**config.mk**
```make
export PLATFORM = sky130hd
export DESIGN_NAME = instr_rom_arbiter_flat
export DESIGN_NICKNAME = d
export VERILOG_FILES = /design/src/rtl/instr_rom_arbiter_if.sv /design/src/rtl/instr_rom_arbiter.sv /design/src/flat_wrapper.sv
export SDC_FILE = /design/constraint.sdc
export NUM_CORES = 1
export LEC_CHECK = 0
export CAP_MARGIN = 5
export CORE_ASPECT_RATIO = 0.6
export CORE_MARGIN = 2
export CORE_UTILIZATION = 43
export CTS_BUF_LIST = sky130_fd_sc_hd__clkbuf_2
export CTS_CLUSTER_DIAMETER = 150
export CTS_CLUSTER_SIZE = 30
export DETAILED_ROUTE_END_ITERATION = 8
export GPL_ROUTABILITY_DRIVEN = 1
export PLACE_DENSITY_LB_ADDON = 0.12
export SLEW_MARGIN = 20
export SYNTH_ARGS = -nofsm -noshare
export SYNTH_HDL_FRONTEND = slang
export SYNTH_SLANG_ARGS = --single-unit
```
**constraint.sdc**
```tcl
create_clock -name i_clk -period 2.35 [get_ports i_clk]
set_input_delay 0.235 -clock i_clk [delete_from_list [all_inputs] [get_ports i_clk]]
set_output_delay 0.235 -clock i_clk [all_outputs]
set_load 0.01 [all_outputs]
```
**src/rtl/instr_rom_arbiter_if.sv**
```systemverilog
// Bundle between the instruction-ROM arbiter and its two requesters
// (IF-stage fetch F, MEM-stage text read D) plus the shared ROM port.
interface instr_rom_arbiter_if #(
    parameter int AW = 64
);
    logic          i_f_req;
    logic [AW-1:0] i_f_adr;
    logic          o_f_gnt;
    logic          o_f_rsp_vld;
    logic [31:0]   o_f_rsp_instr;
    logic          o_f_rsp_err;
    logic          i_f_flush;

    logic          i_d_req;
    logic [AW-1:0] i_d_adr;
    logic          o_d_gnt;
    logic          o_d_rsp_vld;
    logic [31:0]   o_d_rsp_data;
    logic          o_d_rsp_err;

    logic [AW-1:0] o_rom_adr;
    logic [31:0]   i_rom_instr;

    // Arbiter side
    modport slave (
        input  i_f_req, i_f_adr, i_f_flush, i_d_req, i_d_adr, i_rom_instr,
        output o_f_gnt, o_f_rsp_vld, o_f_rsp_instr, o_f_rsp_err,
        output o_d_gnt, o_d_rsp_vld, o_d_rsp_data, o_d_rsp_err, o_rom_adr
    );

    // Requester / ROM side
    modport master (
        output i_f_req, i_f_adr, i_f_flush, i_d_req, i_d_adr, i_rom_instr,
        input  o_f_gnt, o_f_rsp_vld, o_f_rsp_instr, o_f_rsp_err,
        input  o_d_gnt, o_d_rsp_vld, o_d_rsp_data, o_d_rsp_err, o_rom_adr
    );
endinterface

```
**src/rtl/instr_rom_arbiter.sv**
```systemverilog
// Shares the single combinational instruction-ROM read port between the
// fetch port F and the text-data port D. D has fixed priority; F is forced
// through after MAX_WAIT consecutive denials. Each grant produces a one-cycle
// registered response pulse on the granted port, with alignment/range check.
module instr_rom_arbiter #(
    parameter logic [1:0]  XLEN     = 2'd2,
    parameter logic [63:0] TEXT_HI  = 64'h0000_0000_0000_0FFF,
    parameter int          MAX_WAIT = 4
) (
    input  logic                 i_clk,
    input  logic                 i_rst_n,
    instr_rom_arbiter_if.slave   bus
);
    localparam int            AW        = 1 << (XLEN + 2'd0 + 4);
    localparam logic [3:0]    MAX_WAIT_W = 4'(MAX_WAIT);
    // Highest byte address at which a full 32-bit word still fits
    localparam logic [AW-1:0] LAST_WORD  = AW'(TEXT_HI - 64'd3);

    // Misaligned or past the end of the ROM
    function automatic logic adr_err(input logic [AW-1:0] adr);
        return (adr[1:0] != 2'b00) || (adr > LAST_WORD);
    endfunction

    logic [3:0]    wait_cnt_r;
    logic [AW-1:0] rom_adr_r;
    logic          f_vld_r;
    logic          f_err_r;
    logic [31:0]   f_data_r;
    logic          d_vld_r;
    logic          d_err_r;
    logic [31:0]   d_data_r;

    logic          force_f_s;
    logic          f_gnt_s;
    logic          d_gnt_s;
    logic [AW-1:0] adr_s;
    logic          err_s;
    logic [31:0]   word_s;

    // Grant decision, ROM address mux and error/data qualification
    always_comb begin
        force_f_s = 1'b0;
        f_gnt_s   = 1'b0;
        d_gnt_s   = 1'b0;
        adr_s     = rom_adr_r;
        err_s     = 1'b0;
        word_s    = 32'd0;

        force_f_s = (wait_cnt_r == MAX_WAIT_W);
        d_gnt_s   = bus.i_d_req & ~force_f_s;
        f_gnt_s   = bus.i_f_req & (~bus.i_d_req | force_f_s);

        // Without a grant the ROM address holds so the ROM input stays quiet
        if (d_gnt_s) begin
            adr_s = bus.i_d_adr;
        end else if (f_gnt_s) begin
            adr_s = bus.i_f_adr;
        end else begin
            adr_s = rom_adr_r;
        end

        err_s = adr_err(adr_s);
        if (err_s) begin
            word_s = 32'd0;
        end else begin
            word_s = bus.i_rom_instr;
        end
    end

    assign bus.o_f_gnt       = f_gnt_s;
    assign bus.o_d_gnt       = d_gnt_s;
    assign bus.o_rom_adr     = adr_s;
    assign bus.o_f_rsp_vld   = f_vld_r;
    assign bus.o_f_rsp_err   = f_err_r;
    assign bus.o_f_rsp_instr = f_data_r;
    assign bus.o_d_rsp_vld   = d_vld_r;
    assign bus.o_d_rsp_err   = d_err_r;
    assign bus.o_d_rsp_data  = d_data_r;

    // Starvation counter, held ROM address and per-port response registers
    always_ff @(posedge i_clk or negedge i_rst_n) begin
        if (!i_rst_n) begin
            wait_cnt_r <= 4'd0;
            rom_adr_r  <= '0;
            f_vld_r    <= 1'b0;
            f_err_r    <= 1'b0;
            f_data_r   <= 32'd0;
            d_vld_r    <= 1'b0;
            d_err_r    <= 1'b0;
            d_data_r   <= 32'd0;
        end else begin
            if (!bus.i_f_req || f_gnt_s) begin
                wait_cnt_r <= 4'd0;
            end else if (wait_cnt_r != MAX_WAIT_W) begin
                wait_cnt_r <= wait_cnt_r + 4'd1;
            end else begin
                wait_cnt_r <= wait_cnt_r;
            end

            rom_adr_r <= adr_s;

            // A flushed fetch is dropped entirely, so the last delivered
            // fetch response stays visible on the data/err outputs
            f_vld_r <= f_gnt_s & ~bus.i_f_flush;
            if (f_gnt_s && !bus.i_f_flush) begin
                f_err_r  <= err_s;
                f_data_r <= word_s;
            end else begin
                f_err_r  <= f_err_r;
                f_data_r <= f_data_r;
            end

            d_vld_r <= d_gnt_s;
            if (d_gnt_s) begin
                d_err_r  <= err_s;
                d_data_r <= word_s;
            end else begin
                d_err_r  <= d_err_r;
                d_data_r <= d_data_r;
            end
        end
    end
endmodule

```
**src/flat_wrapper.sv**
```systemverilog
// flat-port wrapper written by rule: the top's interface ports become plain ports
module instr_rom_arbiter_flat 
#(
    parameter logic [1:0]  XLEN     = 2'd2,
    parameter logic [63:0] TEXT_HI  = 64'h0000_0000_0000_0FFF,
    parameter int          MAX_WAIT = 4
)
  (i_clk, i_rst_n, bus_i_f_req, bus_i_f_adr, bus_i_f_flush, bus_i_d_req, bus_i_d_adr, bus_i_rom_instr, bus_o_f_gnt, bus_o_f_rsp_vld, bus_o_f_rsp_instr, bus_o_f_rsp_err, bus_o_d_gnt, bus_o_d_rsp_vld, bus_o_d_rsp_data, bus_o_d_rsp_err, bus_o_rom_adr);
  instr_rom_arbiter_if #(.AW(64)) bus_i ();
  input  logic i_clk;
  input  logic i_rst_n;
  input wire logic [$bits(bus_i.i_f_req)-1:0] bus_i_f_req;
  input wire logic [$bits(bus_i.i_f_adr)-1:0] bus_i_f_adr;
  input wire logic [$bits(bus_i.i_f_flush)-1:0] bus_i_f_flush;
  input wire logic [$bits(bus_i.i_d_req)-1:0] bus_i_d_req;
  input wire logic [$bits(bus_i.i_d_adr)-1:0] bus_i_d_adr;
  input wire logic [$bits(bus_i.i_rom_instr)-1:0] bus_i_rom_instr;
  output wire logic [$bits(bus_i.o_f_gnt)-1:0] bus_o_f_gnt;
  output wire logic [$bits(bus_i.o_f_rsp_vld)-1:0] bus_o_f_rsp_vld;
  output wire logic [$bits(bus_i.o_f_rsp_instr)-1:0] bus_o_f_rsp_instr;
  output wire logic [$bits(bus_i.o_f_rsp_err)-1:0] bus_o_f_rsp_err;
  output wire logic [$bits(bus_i.o_d_gnt)-1:0] bus_o_d_gnt;
  output wire logic [$bits(bus_i.o_d_rsp_vld)-1:0] bus_o_d_rsp_vld;
  output wire logic [$bits(bus_i.o_d_rsp_data)-1:0] bus_o_d_rsp_data;
  output wire logic [$bits(bus_i.o_d_rsp_err)-1:0] bus_o_d_rsp_err;
  output wire logic [$bits(bus_i.o_rom_adr)-1:0] bus_o_rom_adr;
  assign bus_i.i_f_req = bus_i_f_req;
  assign bus_i.i_f_adr = bus_i_f_adr;
  assign bus_i.i_f_flush = bus_i_f_flush;
  assign bus_i.i_d_req = bus_i_d_req;
  assign bus_i.i_d_adr = bus_i_d_adr;
  assign bus_i.i_rom_instr = bus_i_rom_instr;
  assign bus_o_f_gnt = bus_i.o_f_gnt;
  assign bus_o_f_rsp_vld = bus_i.o_f_rsp_vld;
  assign bus_o_f_rsp_instr = bus_i.o_f_rsp_instr;
  assign bus_o_f_rsp_err = bus_i.o_f_rsp_err;
  assign bus_o_d_gnt = bus_i.o_d_gnt;
  assign bus_o_d_rsp_vld = bus_i.o_d_rsp_vld;
  assign bus_o_d_rsp_data = bus_i.o_d_rsp_data;
  assign bus_o_d_rsp_err = bus_i.o_d_rsp_err;
  assign bus_o_rom_adr = bus_i.o_rom_adr;
  instr_rom_arbiter #(.XLEN(XLEN), .TEXT_HI(TEXT_HI), .MAX_WAIT(MAX_WAIT)) u_core (.i_clk(i_clk), .i_rst_n(i_rst_n), .bus(bus_i));
endmodule
```
# Yosys cells after proc, flatten, opt, wreduce, memory -nomap -nowiden
# Cells that the tools add are included.
# W data, S select, Z words.
[word_totals]
inputBits = 165
register_bits = 136
wordCells = 31
out_inout_bits = 134
[classes]
reduce_logical = 7
addsub = 1
magnitude_cmp = 1
n_mux = 5
n_bitwise = 7
eq_ne = 2
[op_table]
columns = ["cell", "n"]
rows = [
  ["$mux W64", 2],
  ["$gt A64 B12 Y1 const B", 1],
  ["$mux W32", 1],
  ["$mux W4", 2],
  ["$add A4 B1 Y4 const B", 1],
  ["$eq A4 B3 Y1 const B", 1],
  ["$ne A4 B3 Y1 const B", 1],
  ["$reduce_bool A2 Y1", 2],
  ["$and A1 B1 Y1", 3],
  ["$not A1 Y1", 3],
  ["$logic_not A1 Y1", 2],
  ["$logic_or A1 B1 Y1", 2],
  ["$logic_and A1 B1 Y1", 1],
  ["$or A1 B1 Y1", 1],
]

# Longest topological paths before layout
# Gate-level depths: netlist of run 1.
[logic_depth]
depth_word = 8
depth_mapped = 9
mapped_depth_nobuf = 8

# Worst setup path before layout of run 1
# Ideal clock, no wire load.
[synth_timing]
path_type = "register to output"
startpoint = "register u_core.wait_cnt_r[0]"
endpoint = "output bus_o_rom_adr[13]"
arrival_ns = 1.885
n_path_buf = 2
t_required_ns = 2.115
slack_ns = 0.230
path_stages_with_launch = 10
cell_sequence = "dfrtp_1 > inv_1 > ha_1 > nand3b_1 > nand2_1 > inv_2 > clkbuf_1 > clkbuf_1 > nand2_1 > o21ai_0"
[synth_via]
word_cells_on_any_way = 7
classes_between = "eq/ne (1); mux (2); bitwise (4)"
[synth_lines]
columns = ["element", "line", "rtl"]
rows = [
  ["start: declaration", "instr_rom_arbiter.sv:24", "logic [3:0] wait_cnt_r;"],
  ["start signal: assignment", "instr_rom_arbiter.sv:95", "wait_cnt_r <= wait_cnt_r + 4'd1;"],
  ["start signal: assignment", "instr_rom_arbiter.sv:97", "wait_cnt_r <= wait_cnt_r;"],
  ["$eq A4 B3 Y1", "instr_rom_arbiter.sv:49", "force_f_s = (wait_cnt_r == MAX_WAIT_W);"],
  ["$not A1 Y1", "instr_rom_arbiter.sv:50", "d_gnt_s = bus.i_d_req & ~force_f_s;"],
  ["$and A1 B1 Y1", "instr_rom_arbiter.sv:50", ""],
  ["named net bus_o_d_gnt", "flat_wrapper.sv:22", "output wire logic [$bits(bus_i.o_d_gnt)-1:0] bus_o_d_gnt;"],
  ["$mux W64", "instr_rom_arbiter.sv:54", "if (d_gnt_s) begin"],
  ["end: declaration", "flat_wrapper.sv:26", "output wire logic [$bits(bus_i.o_rom_adr)-1:0] bus_o_rom_adr;"],
]
# The timed path passes the listed nets, and every way through them passes these cells.

# Final worst setup path of run 1
[layout_timing]
startpoint = "register u_core.wait_cnt_r[0]"
endpoint = "output bus_o_rom_adr[6]"
[layout_via]
elab_chain_len = 5
word_cells_on_any_way = 7
classes_between = "eq/ne (1); mux (2); bitwise (4)"
[layout_lines]
columns = ["element", "line", "rtl"]
rows = [
  ["$eq A4 B3 Y1 *", "instr_rom_arbiter.sv:49", ""],
  ["$or A1 B1 Y1", "instr_rom_arbiter.sv:51", "f_gnt_s = bus.i_f_req & (~bus.i_d_req | force_f_s);"],
  ["$and A1 B1 Y1", "instr_rom_arbiter.sv:51", ""],
  ["$mux W64", "instr_rom_arbiter.sv:56", "end else if (f_gnt_s) begin"],
  ["$mux W64 *", "instr_rom_arbiter.sv:54", ""],
]
# Every way passes the cells marked *; elsewhere a longest branch is shown, timed or not.

==> flow_summary.json, run 1 <==
{
  "final_critical_path_setup_slack_ns": -0.1892,
  "total_cell_area_at_the_placement_stage_um2": 9884,
  "timing.final.crit_share": 1.081,
  "post-route-cell-area_um2": 10770,
  "ant_nets": 0,
  "layout_common_cells": "sky130_fd_sc_hd__clkdlybuf4s50_1 (230), sky130_fd_sc_hd__nand2_1 (193), sky130_fd_sc_hd__dfrtp_1 (136), sky130_fd_sc_hd__mux2i_1 (64), sky130_fd_sc_hd__buf_4 (63)",
  "fp.coreArea_um2": 14420,
  "yosys_warnings": 0,
  "floorplan.die.width_um": 160.5,
  "outcome": "complete, but fails checks",
  "timing.final.crit_period_ns": 2.539,
  "preCtsSetupSlack_ns": -0.1864,
  "hold_class": "input port to async pin",
  "pin_count": 299,
  "globalRouteMet2Util": 0.4675,
  "critPathMaxFanout": 17,
  "worstSetupPathType": "flop to output port",
  "grt_use_total": 0.2866,
  "area_growth_pct": 70.46,
  "synth-main-ff-cell": "sky130_fd_sc_hd__dfrtp_1",
  "tritoncts": "yes",
  "avgRoutedWirePerCell_um": 19.59,
  "initial_core_util": 0.4382,
  "post_synth_fa_ha_maj_area_fraction": 0.003960,
  "skew_ns": 0.04849,
  "htree_num_levels": 4,
  "max_cap_violations": 0,
  "violations": "negative setup slack",
  "synth-simple-area-share": 0.1756,
  "hpwl_um": 16290,
  "cts.path.max_buffers": 2,
  "routed_via_density": 5.521,
  "tightest_pin_transition_ns": 0.5668,
  "synth_xor_xnor_area_share": 0.002772,
  "clock_latency_on_the_worst_skew_pair_ns": 0.69,
  "antenna_cells": 0,
  "placement_rows": 34,
  "layout_commonest_cell": "sky130_fd_sc_hd__clkdlybuf4s50_1",
  "synth_sequential_area_ratio": 0.5385,
  "vdd.ir_drop.worst_mv": 0.3369,
  "drt_first_iter_violations": 308,
  "globalRoute.busiestLayer": "met2",
  "post_synth.cell_area_avg_um2": 9.619,
  "grt_start_max_net_pins": 67,
  "postSynthNetCount": 824,
  "hold_viol": 0,
  "fmax_mhz": 393.8,
  "final-setup-viol-count": 62,
  "antenna_violations_before_repair": 0,
  "global_route_wire_length_before_repair_um": 35620,
  "fin_nets": 1178,
  "dominant_combinational_cell_family_by_area_after_synthesis": "simple AND/OR/NAND/NOR gates",
  "route.vias.total": 6747,
  "slew_limit_fails": 0,
  "setup_slack_of_the_worst_register_to_register_path_ns": 0.04,
  "synth.area.mux_share": 0.1014,
  "port_buffers": 298,
  "detail_route.first_pass.iterations": 7,
  "netlist_area_um2": 6320,
  "drc_errors": 0,
  "number_of_clock_sinks": 136,
  "cp-end-kind": "output port",
  "total_leakage_power_nw": 4.633,
  "cts-buffers-inserted": 17,
  "synth_area_in_compound_gates": 0.1396,
  "grt_pass1_vias": 6653,
  "cp.arrival_ns": 2.30,
  "globalRoute.totalOverflow": 0,
  "synth_cell_type_count": 31,
  "finish.utilization": 0.7470,
  "cts_root_buf": "sky130_fd_sc_hd__clkbuf_2",
  "post_synth_inst_count": 657,
  "relSlewSlack": 0.6221,
  "rsz0062_at_grt": "yes",
  "async_flop_share": 1.000,
  "cp_data_required_time_ns": 2.12,
  "sum_of_routed_wire_length_over_all_layers_um": 23940,
  "synth_enable_flop_cells": 0,
  "clock_pin_slew_of_the_registers_on_the_worst_case_setup_and_hold_paths_ns": 0.23,
  "drive_above_1_share": 0.2510,
  "die_area_um2": 15710,
  "dieHeight_um": 97.91,
  "global_route.usage.met3": 0.06797,
  "register_bit_total_from_synthesis": 136,
  "power_density_nw_per_um2": 495.3,
  "gp_congestion": 0.8893,
  "startpoint_type": "flop",
  "grt_use_met1": 0.3779
}
critical path, stage by stage (launching register included):
cell and delay [ns]:
sky130_fd_sc_hd__dfrtp_1 0.38, sky130_fd_sc_hd__inv_1 0.05, sky130_fd_sc_hd__ha_1 0.19, sky130_fd_sc_hd__nand3b_1 0.12, sky130_fd_sc_hd__nand2_2 0.10, sky130_fd_sc_hd__inv_6 0.11
sky130_fd_sc_hd__buf_12 0.15, sky130_fd_sc_hd__buf_12 0.16, sky130_fd_sc_hd__nand2_1 0.08, sky130_fd_sc_hd__o21ai_2 0.08, sky130_fd_sc_hd__clkdlybuf4s15_2 0.24
final timing paths:
kind / startpoint / endpoint / cells after the start
setup / recovery: u_core.wait_cnt_r[0] / bus_o_rom_adr[6] / 10
hold / removal: i_rst_n / u_core.rom_adr_r[21] / 2
setup reg to reg: u_core.wait_cnt_r[1] / u_core.bus.o_f_rsp_instr[22] / 11
hold reg to reg: u_core.bus.o_d_rsp_data[10] / u_core.bus.o_d_rsp_data[10] / 2
max in group asynchronous: i_rst_n / u_core.wait_cnt_r[1] / 3
min in group i_clk: bus_i_d_adr[2] / u_core.rom_adr_r[2] / 3
cell usage after synthesis (2+ instances only):
cell type / number / area share
sky130_fd_sc_hd__buf_2: 10 / 0.0079
sky130_fd_sc_hd__buf_6: 4 / 0.0071
sky130_fd_sc_hd__clkbuf_1: 33 / 0.020
sky130_fd_sc_hd__dfrtp_1: 136 / 0.54
sky130_fd_sc_hd__ha_1: 2 / 0.0040
sky130_fd_sc_hd__inv_1: 3 / 0.0018
sky130_fd_sc_hd__inv_2: 2 / 0.0012
sky130_fd_sc_hd__mux2i_1: 64 / 0.10
sky130_fd_sc_hd__nand2_1: 199 / 0.12
sky130_fd_sc_hd__nand3_1: 4 / 0.0032
sky130_fd_sc_hd__nand4_1: 5 / 0.0049
sky130_fd_sc_hd__nor2_1: 14 / 0.0083
sky130_fd_sc_hd__nor3_1: 12 / 0.0095
sky130_fd_sc_hd__nor4_1: 21 / 0.021
sky130_fd_sc_hd__o21ai_0: 66 / 0.052
sky130_fd_sc_hd__o22a_1: 2 / 0.0028
sky130_fd_sc_hd__o31ai_1: 65 / 0.077
sky130_fd_sc_hd__or4_1: 2 / 0.0024
repair_timing:
action                     CTS  global route
hold buffers                 1             0
setup endpoints to repair   71           129
gates cloned                 1             5
pin swaps                    7            12
resized for setup          366            91
buffers inserted             4            24
hold endpoints to repair   136             0
logic make-up after synthesis:
kind of cell / after synthesis
xor gates and xnor gates: 2
AOI/OAI and AO/OA: 138
and+or+nand+nor: 262
DFF: 136
buffers and inverters: 53
muxes: 64
adders and majority gates: 2
layer usage:
| layer | up-vias | wire [um] |
|---|---|---|
| met5 | - | 0 |
| met4 | 0 | 597 |
| met3 | 46 | 1837 |
| met2 | 332 | 11550 |
| met1 | 3322 | 9953 |
| li1 | 3047 | - |
flip-flops by register name, summed over array words and instances, names as in the netlist:
register                  flops
u_core.rom_adr_r             64
u_core.bus.o_d_rsp_err        1
u_core.wait_cnt_r             4
u_core.bus.o_d_rsp_data      32
u_core.bus.o_f_rsp_err        1
u_core.bus.o_d_rsp_vld        1
u_core.bus.o_f_rsp_instr     32
u_core.bus.o_f_rsp_vld        1
layout make-up:
type | count | area (um^2)
multi-input cells | 468 | 3090
inverters | 5 | 23.77
well taps | 198 | 247.7
repair buffers | 383 | 3722
flip-flops and latches | 136 | 3403
clock buffers | 18 | 90.09
clock inverters | 14 | 195.2
fillers | 1022 | 3649
stage by stage:
step | total power (W) | instances | hold WS [ns] | setup TNS (ns)
after detailed placement | 0.003587 | 1155 | 0.2414 | -7.721
after global placement | 0.003567 | 1155 | 0.2356 | -7.781
final | 0.005336 | 1222 | 0.03531 | -5.660
after global routing | 0.005546 | 1222 | 0.02432 | -16.88
after CTS | 0.005251 | 1193 | 0.003266 | -12.70
after floorplan | 0.002834 | 657 | -0.06059 | 0
where the power goes:
part	internal (W)	switching (W)
logic	0.000633	0.000565
registers	0.00245	0.0000495
clock network	0.000712	0.000929
(Power assumes the default switching activity.)
==> run 2: changes to the inputs <==
--- a/config.mk
+++ b/config.mk
@@ -14,6 +14,7 @@
 export CTS_CLUSTER_SIZE = 30
 export DETAILED_ROUTE_END_ITERATION = 8
 export GPL_ROUTABILITY_DRIVEN = 1
+export MAX_ROUTING_LAYER = met4
 export PLACE_DENSITY_LB_ADDON = 0.12
 export SLEW_MARGIN = 20
 export SYNTH_ARGS = -nofsm -noshare
==> run 2 against run 1 <==
  * The flow finishes with violations (negative hold slack, negative setup slack)
  * Cell area grew 11%
  * Global-route usage rose by 2.0 points
  * Highest routed layer unchanged
  * Setup slack got worse by 0.079 ns
  * Hold slack lost 0.038 ns
  * Clock power down 4%
  * Clock skew down 0.00057 ns
==> flow_summary.json, run 2 (same netlist as run 1, synthesis figures left out) <==
{
  "rsz0062_at_grt": "yes",
  "clock_latency_on_the_worst_skew_pair_ns": 0.69,
  "grt_use_met1": 0.3908,
  "globalRoute.busiestLayer": "met2",
  "die_area_um2": 15710,
  "cts.path.max_buffers": 2,
  "pin_count": 299,
  "ant_nets": 0,
  "tritoncts": "yes",
  "sum_of_routed_wire_length_over_all_layers_um": 28220,
  "area_growth_pct": 89.19,
  "routed_via_density": 5.693,
  "drive_above_1_share": 0.3578,
  "layout_commonest_cell": "sky130_fd_sc_hd__clkdlybuf4s50_1",
  "finish.utilization": 0.8291,
  "registers.top_by_ff_count": "u_core.rom_adr_r",
  "clock_pin_slew_of_the_registers_on_the_worst_case_setup_and_hold_paths_ns": 0.25,
  "outcome": "complete, but fails checks",
  "violations": "negative hold slack, negative setup slack",
  "slew_limit_fails": 0,
  "layout_common_cells": "sky130_fd_sc_hd__clkdlybuf4s50_1 (230), sky130_fd_sc_hd__dfrtp_1 (136), sky130_fd_sc_hd__nand2_1 (129), sky130_fd_sc_hd__mux2i_1 (64), sky130_fd_sc_hd__buf_6 (60)",
  "detail_route.first_pass.iterations": 5,
  "n_fill_cell": 776,
  "total_power_w": 0.005515,
  "timing.final.crit_period_ns": 2.619,
  "gp_congestion": 0.9075,
  "hold_class": "input port to async pin",
  "antenna_violations_before_repair": 0,
  "placedCellCount": 1153,
  "netSwitchingPower_w": 0.001710,
  "largest_register_ffs": 64,
  "timing.final.crit_share": 1.114,
  "relSlewSlack": 0.5274,
  "port_buffers": 298,
  "route.vias.total": 7031,
  "switching_share": 0.3101,
  "hold-worst-slack_ns": -0.002915,
  "startpoint_type": "flop",
  "post_layout_nonfiller_instances": 1235,
  "avgRoutedWirePerCell_um": 22.85,
  "vdd.ir_drop.worst_mv": 0.3253,
  "max_cap_violations": 0,
  "fin_nets": 1191,
  "fmax_mhz": 381.9,
  "antenna_cells": 0,
  "global_route.usage.met3": 0.06712,
  "skew_ns": 0.04792,
  "cell_internal_pwr_w": 0.003805,
  "globalRoute.totalOverflow": 0,
  "global_route_wire_length_before_repair_um": 36500,
  "htree_num_levels": 4,
  "grt_start_max_net_pins": 67,
  "initial_core_util": 0.4382,
  "critPathMaxFanout": 8,
  "dieHeight_um": 97.91,
  "cp-end-kind": "output port",
  "tightest_pin_transition_ns": 0.7025,
  "fp.coreArea_um2": 14420,
  "grt_pass1_vias": 6748,
  "power_density_nw_per_um2": 461.2,
  "post-route-cell-area_um2": 11960,
  "hpwl_um": 16260,
  "cts-buffers-inserted": 17,
  "worstSetupPathType": "flop to output port",
  "cts_root_buf": "sky130_fd_sc_hd__clkbuf_2",
  "final_critical_path_setup_slack_ns": -0.2687,
  "floorplan.die.width_um": 160.5,
  "total_cell_area_at_the_placement_stage_um2": 9869,
  "hold_viol": 1,
  "pwr-share-clk": 0.287,
  "cp.arrival_ns": 2.38,
  "preCtsSetupSlack_ns": -0.2074,
  "number_of_clock_sinks": 136,
  "final-setup-viol-count": 96,
  "cp_data_required_time_ns": 2.12,
  "drt_first_iter_violations": 432,
  "seqPwrFrac": 0.453,
  "drc_errors": 0,
  "total_leakage_power_nw": 5.202,
  "globalRouteMet2Util": 0.5013,
  "combPwrFrac": 0.260,
  "grt_use_total": 0.3069,
  "placement_rows": 34
}
[run 2: changes by cell type in the layout (fill, tap and decap cells not counted), moves of 4 or more]
cell | before | now
sky130_fd_sc_hd__nand2_1 | 193 | 129
sky130_fd_sc_hd__nand2_4 | 0 | 41
sky130_fd_sc_hd__buf_6 | 22 | 60
sky130_fd_sc_hd__o31ai_1 | 61 | 32
sky130_fd_sc_hd__o21ai_4 | 18 | 43
sky130_fd_sc_hd__nand2_2 | 6 | 29
sky130_fd_sc_hd__buf_2 | 41 | 22
sky130_fd_sc_hd__o21ai_2 | 37 | 18
sky130_fd_sc_hd__o31ai_2 | 4 | 22
sky130_fd_sc_hd__o31ai_4 | 0 | 11
sky130_fd_sc_hd__buf_4 | 63 | 53
sky130_fd_sc_hd__clkdlybuf4s15_2 | 5 | 1
sky130_fd_sc_hd__clkinv_4 | 1 | 5
[run 2: path summary, 6_finish.rpt]
path	slack, ns	cells after the start	from	endpoint
worst max-delay path	-0.27	10	u_core.wait_cnt_r[1]	bus_o_rom_adr[38]
worst min-delay path	-0.003	2	i_rst_n	u_core.rom_adr_r[9]
worst max register to register	-0.14	13	u_core.wait_cnt_r[1]	u_core.bus.o_f_rsp_instr[25]
worst min register to register	0.51	2	u_core.bus.o_d_rsp_data[12]	u_core.bus.o_d_rsp_data[12]
max in group asynchronous	1.55	3	i_rst_n	u_core.rom_adr_r[20]
min in group i_clk	0.09	3	bus_i_rom_instr[14]	u_core.bus.o_f_rsp_instr[14]
[run 2: repair_timing]
action                                  in CTS  in global routing
hold buffers                                 1                  0
hold endpoints to repair                   128                  0
pin swaps                                   16                 75
endpoints found under the setup margin     121                125
cloned                                       2                  9
setup buffers                               21                 21
gates resized for setup                    416                271
[run 2: critical path: stages, from the launching register on]
cell and delay (ns):
sky130_fd_sc_hd__dfrtp_1 0.43, sky130_fd_sc_hd__inv_1 0.06, sky130_fd_sc_hd__ha_2 0.15, sky130_fd_sc_hd__nand3b_1 0.10, sky130_fd_sc_hd__nand2_2 0.13, sky130_fd_sc_hd__clkinv_4 0.10
sky130_fd_sc_hd__buf_12 0.17, sky130_fd_sc_hd__buf_16 0.15, sky130_fd_sc_hd__buf_12 0.14, sky130_fd_sc_hd__o21ai_4 0.16, sky130_fd_sc_hd__buf_6 0.13
[run 2: routing by layer]
metal  vias up  routed length (um)
met5         -                   0
met4         0                 851
met3        79                2625
met2       409               13940
met1      3471               10800
li1       3072                   -
[run 2: per-stage QoR]
stage          setup TNS (ns)  hold WS, ns
6_report               -12.10    -0.002915
3_3_place_gp           -7.121       0.2318
4_1_cts                -14.72     0.002043
3_5_place_dp           -7.640       0.2394
5_1_grt                -21.90    -0.005708
2_1_floorplan               0     -0.06059
[run 2: power by group through the flow]
stage | Clock [W] | Sequential (W) | Combinational (W)
2_1_floorplan | 0 | 0.00252 | 0.000312
3_3_place_gp | 0 | 0.00253 | 0.00104
3_5_place_dp | 0 | 0.00253 | 0.00105
4_1_cts | 0.00158 | 0.00249 | 0.00115
5_1_grt | 0.00170 | 0.00251 | 0.00150
6_report | 0.00158 | 0.00250 | 0.00143
[run 2: final cells by class]
class / instances / area, um^2 / area share
clock buffers: 19 / 95.09 / 0.007953
clock inverters: 13 / 168.9 / 0.01413
inverters: 5 / 23.77 / 0.001988
multi-input cells: 469 / 3926 / 0.3284
flip-flops and latches: 136 / 3403 / 0.2846
well taps: 198 / 247.7 / 0.02072
repair buffers: 395 / 4091 / 0.3422
==> run 3: changes to the inputs <==
--- a/config.mk
+++ b/config.mk
@@ -11,7 +11,7 @@
 export CORE_UTILIZATION = 43
 export CTS_BUF_LIST = sky130_fd_sc_hd__clkbuf_2
 export CTS_CLUSTER_DIAMETER = 150
-export CTS_CLUSTER_SIZE = 30
+export CTS_CLUSTER_SIZE = 24
 export DETAILED_ROUTE_END_ITERATION = 8
 export GPL_ROUTABILITY_DRIVEN = 1
 export MAX_ROUTING_LAYER = met4
==> results of run 3 <==
The final DEF is identical to that of run 2; final timing and power are the same.
